[config.mk]
export PLATFORM = sky130hd
export DESIGN_NAME = mcu_el2_dec_trigger_csr_flat
export DESIGN_NICKNAME = d
export VERILOG_FILES = /design/src/rtl/mcu_el2_dec_trigger_csr_if.sv /design/src/rtl/mcu_el2_dec_trigger_csr.sv /design/src/flat_wrapper.sv
export SDC_FILE = /design/constraint.sdc
export NUM_CORES = 1
export LEC_CHECK = 0
export ABC_AREA = 1
export BUFFER_PORTS_ARGS = -buffer_cell sky130_fd_sc_hd__buf_2
export CORE_AREA = 2 2 146 148
export CTS_BUF_LIST = sky130_fd_sc_hd__clkbuf_4 sky130_fd_sc_hd__clkbuf_8
export CTS_CLUSTER_SIZE = 8
export DETAILED_ROUTE_END_ITERATION = 10
export DIE_AREA = 0 0 148 150
export PLACE_DENSITY = 0.67
export SYNTH_ARGS = -nofsm -noshare
export SYNTH_HDL_FRONTEND = slang
export SYNTH_SLANG_ARGS = --single-unit
[constraint.sdc]
create_clock -name clk -period 1.6 [get_ports clk]
set_clock_uncertainty 0.05 [all_clocks]
set_input_delay 0.08 -clock clk [delete_from_list [all_inputs] [get_ports clk]]
set_output_delay 0.08 -clock clk [all_outputs]
set_load 0.01 [all_outputs]
[src/rtl/mcu_el2_dec_trigger_csr_if.sv]
// Trigger packet type and the CSR/trigger bus between the decode stage
// and the debug trigger CSR block.
package mcu_el2_pkg;
  typedef struct packed {
    logic        select;
    logic        match;
    logic        store;
    logic        load;
    logic        execute;
    logic        m;
    logic [31:0] tdata2;
  } mcu_el2_trigger_pkt_t;
endpackage

interface mcu_el2_dec_trigger_csr_if;
  import mcu_el2_pkg::*;

  logic                            csr_wr_en;
  logic [11:0]                     csr_wr_addr;
  logic [31:0]                     csr_wr_data;
  logic                            csr_rd_en;
  logic [11:0]                     csr_rd_addr;
  logic [31:0]                     csr_rd_data;
  logic                            csr_rd_hit;
  logic                            dbg_mode;
  logic [3:0]                      trigger_hit;
  mcu_el2_trigger_pkt_t [3:0]      trigger_pkt_any;

  modport master (
    output csr_wr_en, csr_wr_addr, csr_wr_data,
    output csr_rd_en, csr_rd_addr,
    output dbg_mode, trigger_hit,
    input  csr_rd_data, csr_rd_hit, trigger_pkt_any
  );

  modport slave (
    input  csr_wr_en, csr_wr_addr, csr_wr_data,
    input  csr_rd_en, csr_rd_addr,
    input  dbg_mode, trigger_hit,
    output csr_rd_data, csr_rd_hit, trigger_pkt_any
  );
endinterface

[src/rtl/mcu_el2_dec_trigger_csr.sv]
// Debug trigger CSRs (tselect/mtdata1/mtdata2) for four address/data
// match triggers, plus the per-trigger packet consumed by the match logic.
module mcu_el2_dec_trigger_csr
  import mcu_el2_pkg::*;
#(
  parameter int unsigned NUM_TRIG = 4
) (
  input  logic                            clk,
  input  logic                            rst,
  mcu_el2_dec_trigger_csr_if.slave        bus
);

  localparam logic [11:0] ADDR_TSELECT = 12'h7A0;
  localparam logic [11:0] ADDR_MTDATA1 = 12'h7A1;
  localparam logic [11:0] ADDR_MTDATA2 = 12'h7A2;

  typedef struct packed {
    logic dmode;
    logic hit;
    logic select;
    logic action;
    logic chain;
    logic match;
    logic m;
    logic execute;
    logic store;
    logic load;
  } tcfg_t;

  logic [1:0]                 tsel_q, tsel_d;
  tcfg_t [NUM_TRIG-1:0]       cfg_q, cfg_d;
  logic [NUM_TRIG-1:0][31:0]  tdata2_q, tdata2_d;
  logic [31:0]                rd_data_q;
  logic                       rd_hit_q;

  // Read-only type/maskmax fields are constants folded in at readout.
  function automatic logic [31:0] mt1_word(input tcfg_t c);
    return {4'h2, c.dmode, 6'h1F, c.hit, c.select, 6'b0, c.action, c.chain,
            3'b0, c.match, c.m, 3'b0, c.execute, c.store, c.load};
  endfunction

  always_comb begin
    tsel_d   = tsel_q;
    cfg_d    = cfg_q;
    tdata2_d = tdata2_q;
    if (bus.csr_wr_en && bus.csr_wr_addr == ADDR_TSELECT &&
        bus.csr_wr_data[31:2] == '0)
      tsel_d = bus.csr_wr_data[1:0];
    for (int unsigned i = 0; i < NUM_TRIG; i++) begin
      if (bus.trigger_hit[i])
        cfg_d[i].hit = 1'b1;
      // A debug-owned trigger is locked against writes from outside debug mode.
      if (bus.csr_wr_en && 32'(tsel_q) == i &&
          !(cfg_q[i].dmode && !bus.dbg_mode)) begin
        if (bus.csr_wr_addr == ADDR_MTDATA1) begin
          cfg_d[i].dmode   = bus.csr_wr_data[27] & bus.dbg_mode;
          cfg_d[i].hit     = bus.csr_wr_data[20];
          cfg_d[i].select  = bus.csr_wr_data[19];
          cfg_d[i].action  = bus.csr_wr_data[12] & bus.csr_wr_data[27] & bus.dbg_mode;
          cfg_d[i].chain   = bus.csr_wr_data[11] & (i % 2 == 0);
          cfg_d[i].match   = bus.csr_wr_data[7];
          cfg_d[i].m       = bus.csr_wr_data[6];
          cfg_d[i].execute = bus.csr_wr_data[2];
          cfg_d[i].store   = bus.csr_wr_data[1];
          cfg_d[i].load    = bus.csr_wr_data[0];
        end
        if (bus.csr_wr_addr == ADDR_MTDATA2)
          tdata2_d[i] = bus.csr_wr_data;
      end
    end
  end

  always_ff @(posedge clk) begin
    if (rst) begin
      tsel_q   <= '0;
      cfg_q    <= '0;
      tdata2_q <= '0;
    end else begin
      tsel_q   <= tsel_d;
      cfg_q    <= cfg_d;
      tdata2_q <= tdata2_d;
    end
  end

  always_ff @(posedge clk) begin
    if (rst) begin
      rd_data_q <= '0;
      rd_hit_q  <= 1'b0;
    end else if (bus.csr_rd_en) begin
      case (bus.csr_rd_addr)
        ADDR_TSELECT: begin rd_data_q <= {30'b0, tsel_q};          rd_hit_q <= 1'b1; end
        ADDR_MTDATA1: begin rd_data_q <= mt1_word(cfg_q[tsel_q]);  rd_hit_q <= 1'b1; end
        ADDR_MTDATA2: begin rd_data_q <= tdata2_q[tsel_q];         rd_hit_q <= 1'b1; end
        default:      begin rd_data_q <= '0;                       rd_hit_q <= 1'b0; end
      endcase
    end
  end

  assign bus.csr_rd_data = rd_data_q;
  assign bus.csr_rd_hit  = rd_hit_q;

  always_comb begin
    bus.trigger_pkt_any = '0;
    if (!rst) begin
      for (int unsigned i = 0; i < NUM_TRIG; i++) begin
        bus.trigger_pkt_any[i].select  = cfg_q[i].select;
        bus.trigger_pkt_any[i].match   = cfg_q[i].match;
        bus.trigger_pkt_any[i].store   = cfg_q[i].store   & ~(cfg_q[i].dmode & bus.dbg_mode);
        bus.trigger_pkt_any[i].load    = cfg_q[i].load    & ~(cfg_q[i].dmode & bus.dbg_mode);
        bus.trigger_pkt_any[i].execute = cfg_q[i].execute & ~(cfg_q[i].dmode & bus.dbg_mode);
        bus.trigger_pkt_any[i].m       = cfg_q[i].m       & ~(cfg_q[i].dmode & bus.dbg_mode);
        bus.trigger_pkt_any[i].tdata2  = tdata2_q[i];
      end
    end
  end

endmodule

[src/flat_wrapper.sv]
// flat-port wrapper written by rule: the top's interface ports become plain ports
module mcu_el2_dec_trigger_csr_flat import mcu_el2_pkg::*;
#(
  parameter int unsigned NUM_TRIG = 4
)
  (clk, rst, bus_csr_wr_en, bus_csr_wr_addr, bus_csr_wr_data, bus_csr_rd_en, bus_csr_rd_addr, bus_dbg_mode, bus_trigger_hit, bus_csr_rd_data, bus_csr_rd_hit, bus_trigger_pkt_any);
  mcu_el2_dec_trigger_csr_if bus_i ();
  input  logic clk;
  input  logic rst;
  input wire logic [$bits(bus_i.csr_wr_en)-1:0] bus_csr_wr_en;
  input wire logic [$bits(bus_i.csr_wr_addr)-1:0] bus_csr_wr_addr;
  input wire logic [$bits(bus_i.csr_wr_data)-1:0] bus_csr_wr_data;
  input wire logic [$bits(bus_i.csr_rd_en)-1:0] bus_csr_rd_en;
  input wire logic [$bits(bus_i.csr_rd_addr)-1:0] bus_csr_rd_addr;
  input wire logic [$bits(bus_i.dbg_mode)-1:0] bus_dbg_mode;
  input wire logic [$bits(bus_i.trigger_hit)-1:0] bus_trigger_hit;
  output wire logic [$bits(bus_i.csr_rd_data)-1:0] bus_csr_rd_data;
  output wire logic [$bits(bus_i.csr_rd_hit)-1:0] bus_csr_rd_hit;
  output wire logic [$bits(bus_i.trigger_pkt_any)-1:0] bus_trigger_pkt_any;
  assign bus_i.csr_wr_en = bus_csr_wr_en;
  assign bus_i.csr_wr_addr = bus_csr_wr_addr;
  assign bus_i.csr_wr_data = bus_csr_wr_data;
  assign bus_i.csr_rd_en = bus_csr_rd_en;
  assign bus_i.csr_rd_addr = bus_csr_rd_addr;
  assign bus_i.dbg_mode = bus_dbg_mode;
  assign bus_i.trigger_hit = bus_trigger_hit;
  assign bus_csr_rd_data = bus_i.csr_rd_data;
  assign bus_csr_rd_hit = bus_i.csr_rd_hit;
  assign bus_trigger_pkt_any = bus_i.trigger_pkt_any;
  mcu_el2_dec_trigger_csr #(.NUM_TRIG(NUM_TRIG)) u_core (.clk(clk), .rst(rst), .bus(bus_i));
endmodule
## Yosys cells after proc, flatten, opt, wreduce, memory -nomap -nowiden

Cells that the tools add are included.
W data, S select, Z words.

| cells by class | value |
|---|---|
| order comparisons | 1 |
| bitwise gates (word level) | 27 |
| equal/unequal tests | 9 |
| reduce and logical (&&, ||, !) cells | 30 |
| muxes and demuxes | 19 |

Operators by type and width:

| kind | number |
|---|---|
| $mux W152 | 1 |
| $pmux W32 S3 | 1 |
| $eq A12 B11 Y1 const B | 6 |
| $mux W9 | 8 |
| $bmux W32 S2 | 1 |
| $mux W32 | 1 |
| $logic_not A30 Y1 | 1 |
| $and A1 B1 Y1 | 23 |
| $bmux W10 S2 | 1 |
| $reduce_and A2 Y1 | 8 |
| $logic_and A1 B1 Y1 | 14 |
| $mux W10 | 1 |
| $logic_not A1 Y1 | 5 |
| $mux W1 | 5 |
| $eq A2 B2 Y1 const B | 2 |
| $not A1 Y1 | 4 |
| $lt A2 B3 Y1 const B | 1 |
| $reduce_or A3 Y1 | 1 |
| $eq A2 B1 Y1 const B | 1 |
| $logic_not A2 Y1 | 1 |

| storage, ports and cells | value |
|---|---|
| bits of input ports | 65 |
| output and inout port bits | 185 |
| logic and storage cells | 131 |
| bits in registers | 201 |

## Longest topological paths before layout

| depth | value |
|---|---|
| depth in word-level cells | 5 |
| depth in mapped cells | 11 |
| mapped depth without buffers | 9 |

## Worst setup path before layout

Ideal clock, no wire load.

| timing | value |
|---|---|
| kind | register -> register |
| from | register u_core.tsel_q[1] |
| to | register u_core.tdata2_q[100] in the netlist's numbering |
| data required time | 1.422 ns |
| path slack | 0.085 ns |
| library setup time | 0.128 ns |
| stages on the path, launching flop included | 8 |
| arrival time | 1.336 ns |
| clock period less this slack | 1.515 ns |
| path buffers | 2 |
| cell sequence | dfxtp_1 > buf_4 > nand2_1 > nor3_1 > nand3_1 > clkbuf_1 > o21ai_1 > a21oi_1 |

| between the ends | value |
|---|---|
| word-level cells in the longest chain between the ends | 4 |

RTL lines:

| element | RTL line | text |
|---|---|---|
| start, declared | mcu_el2_dec_trigger_csr.sv:30 | `logic [1:0] tsel_q, tsel_d;` |
| start signal, assigned | mcu_el2_dec_trigger_csr.sv:79 | `tsel_q <= tsel_d;` |
| $eq A2 B2 Y1 | mcu_el2_dec_trigger_csr.sv:53 | `if (bus.csr_wr_en && 32'(tsel_q) == i &&` |
| $logic_and A1 B1 Y1 (2 in a row) | mcu_el2_dec_trigger_csr.sv:53 |  |
| $reduce_and A2 Y1 (no source line) | - |  |
| end signal, assigned | mcu_el2_dec_trigger_csr.sv:81 | `tdata2_q <= tdata2_d;` |
| end, declared | mcu_el2_dec_trigger_csr.sv:32 | `logic [NUM_TRIG-1:0][31:0] tdata2_q, tdata2_d;` |

Every way passes these cells.
A chain may end at the register's enable or synchronous reset.

## Final worst setup path

| timing | value |
|---|---|
| from | register u_core.tsel_q[1] |
| to | register u_core.tdata2_q[44] in the netlist's numbering |

| between the ends | value |
|---|---|
| word-level cells in the longest chain between the ends | 4 |

RTL lines:

| element | RTL line |
|---|---|
| $eq A2 B1 Y1 | mcu_el2_dec_trigger_csr.sv:53 |
| $logic_and A1 B1 Y1 (2 in a row) | mcu_el2_dec_trigger_csr.sv:53 |
| $reduce_and A2 Y1 (no source line) | - |

Every way passes these cells.

==> impl_metrics.yaml <==
worst_setup_path:
  arrival_ns: 2.00
  critPathRequiredTime_ns: 1.95
  r2r_setup_slack_ns: -0.05
  start_kind: "register"
  crit_fanout: 9
  end_kind: "register"
  criticalPathCategory: "register to register"
routing:
  routedWlPerCell_um: 16.95
  routed_via_density: 5.227
  drc: 0
  dr.pass1.iters: 5
  ant_nets: 0
  dr.first_iter.drc_count: 896
  via_count: 10210
  finalWirelength_um: 33130
yosys:
  synth_fp_nets: 1418
  synth_edf_count: 0
  syn_area_per_cell_um2: 6.754
  synth_simple_gate_area_share_pct: 18.95
  yosys.area_share.adder_pct: 0
  yosysWarnings: 0
  synth_commonest_cells: "nor2_1, a21oi_1, dfxtp_1"
  synth.distinct_cells: 29
  ys_ff_latch: 201
  synthCells: 1353
  synth_compound_area_share_pct: 25.52
  synth_flop_cell: "dfxtp_1"
  synth_top_family_by_area: "compound AO/OA/AOI/OAI gates"
  synthMostInstantiatedCell: "nor2_1"
  synth.area.top_cells: "dfxtp_1, a21oi_1, nor2_1, o21ai_0, inv_1"
  synth_top_cell_by_area: "dfxtp_1"
  synthMuxAreaShare_pct: 0
  synth-xor-area-share_pct: 0
  synth_area_um2: 9138
  synth.top_cell.area_share_pct: 44.04
  yosysSeqAreaShare_pct: 44.04
  ys_async_sr_fraction_pct: 0
floorplanning:
  die_y_um: 150
  die_w_um: 148
  ios: 250
  dieArea_um2: 22200
  initial_utilization_pct: 44.16
  rows: 53
  coreArea_um2: 20690
run_status:
  violations: "negative setup slack"
  outcome: "finished, violations left"
layout:
  fillers: 1968
  drive_gt1_share_pct: 25.49
  utilization_pct: 60.74
  n_antenna_cell: 0
  area_delta_synth_final_pct: 37.53
  num-nets-final: 1726
  multi_input_area_um2: 4247
  regArea_um2: 4031
sta:
  grt_setup_unrepaired: "yes"
  tightest_slew_ns: 0.4449
  setup_violations: 23
  max_freq_ghz: 0.6066
  period_minus_slack_ns: 1.649
  timing_hold_violations_final: 0
  relSlewSlack_pct: 70.34
  setup_ws_ns: -0.04867
  fin_setup_tns_ns: -0.3293
  min_period_over_period_pct: 103.0
  drv_slew: 0
job:
  maxCapViolations: 0
power:
  max-vdd-ir-drop_v: 0.0004739
  p_per_area_nw_per_um2: 829.5
  p_total_mw: 10.42
  p_leak_nw: 5.536
grt:
  grt_pass1_vias: 8647
  grt_usage_pct: 26.86
  grt_pass1_wl_um: 47270
  antenna_found_initial: 1
  grt_max_degree: 84
  overflow: 0
place:
  hpwl_um: 21540
  post-place-ws_ns: -0.05602
  gp_congestion: 0.8633
  io_buffers: 249
clock_tree:
  clockBufferDepth: 3
  numCtsBuffers: 35
  h-tree-depth: 2
  cts.sinks: 201
  clockRootBuffer: "clkbuf_8"
  clkSlewWorstSetupHoldPaths_ns: 0.06
  cts_tree: "built"
  clk_latency_ns: 0.52
hold_path:
  min_path_type: "input port to register"
## placed cells by master, fill, tap and decap left out, types with 8 or more instances in the layout
cell type	count
o22ai_1	36
buf_6	14
o21ai_1	90
nand4_1	8
clkbuf_4	10
nor3_1	14
buf_2	248
nand3_1	10
o21ai_2	17
nand2_1	156
buf_4	36
buf_12	15
dfxtp_1	199
inv_1	170
clkbuf_16	8
nor2_1	227
dlygate4sd3_1	39
o21ai_0	90
clkbuf_8	42
a21oi_1	198
## repair_timing
action                     4_1_cts  5_1_grt
resized for setup                6       99
gates cloned                     0       12
hold endpoints to repair       150        0
buffers inserted                 0        4
hold buffers                    40        0
pin swaps                        0        5
setup endpoints to repair       92      181
## worst max-delay path, cell delays in order (launching register included)
cell,delay (ns)
dfxtp_4,0.37
inv_4,0.08
nand2_4,0.09
a211oi_4,0.29
nand3_4,0.11
buf_12,0.18
clkbuf_16,0.16
o21ai_1,0.14
a21oi_1,0.07
## area by class of cell
class	count	area share, %
timing repair buffer	361	20.47
sequential	201	32.08
clock buffer	52	5.197
inverter	179	5.386
clock inverter	3	0.3385
tap	275	2.738
multi-input combinational	883	33.79
## routing by layer
layer	up-vias	GRT usage, %	wire [µm]
met1	4651	38.30	14560
li1	5029	-	-
met5	-	0	0
met2	474	42.29	14930
met3	59	3.933	2882
met4	0	7.762	750
## logic make-up (layout without fill, tap and decap cells)
family	Yosys count	after routing
and+or+nand+nor	433	433
buffers and inverters	269	595
DFF	201	201
AOI/OAI and AO/OA	450	450
## power breakdown
part	switching, mW	internal [mW]	leakage [nW]
clock	2.05	2.74	0.366
sequential	0.00414	5.01	1.62
combinational	0.388	0.230	3.55
total	2.44	7.98	5.54
## sequential cells by signal, indices dropped and copies added, names as in the netlist
register and count:
u_core.tsel_q 2, u_core.bus.csr_rd_hit 1, u_core.tdata2_q 128, u_core.bus.csr_rd_data 32, u_core.cfg_q 38
## final timing paths
path / start / endpoint / cells after the start
max: u_core.tsel_q[1] / u_core.tdata2_q[44] / 8
min: bus_csr_rd_addr[2] / u_core.bus.csr_rd_data[1] / 6
max reg2reg: u_core.tsel_q[1] / u_core.tdata2_q[44] / 8
min reg2reg: u_core.cfg_q[36] / u_core.cfg_q[36] / 2
## metrics by stage
step,hold slack [ns],instances,instance area [µm²]
finish,0.0007284,1954,12570
global route,0.05538,1954,12570
CTS,0.0009525,1938,12060
detailed placement,0.2548,1843,10950
global placement,0.2508,1843,10950
floorplan,0.1546,1353,9138
Note: power is estimated with default switching activity, not from simulation.
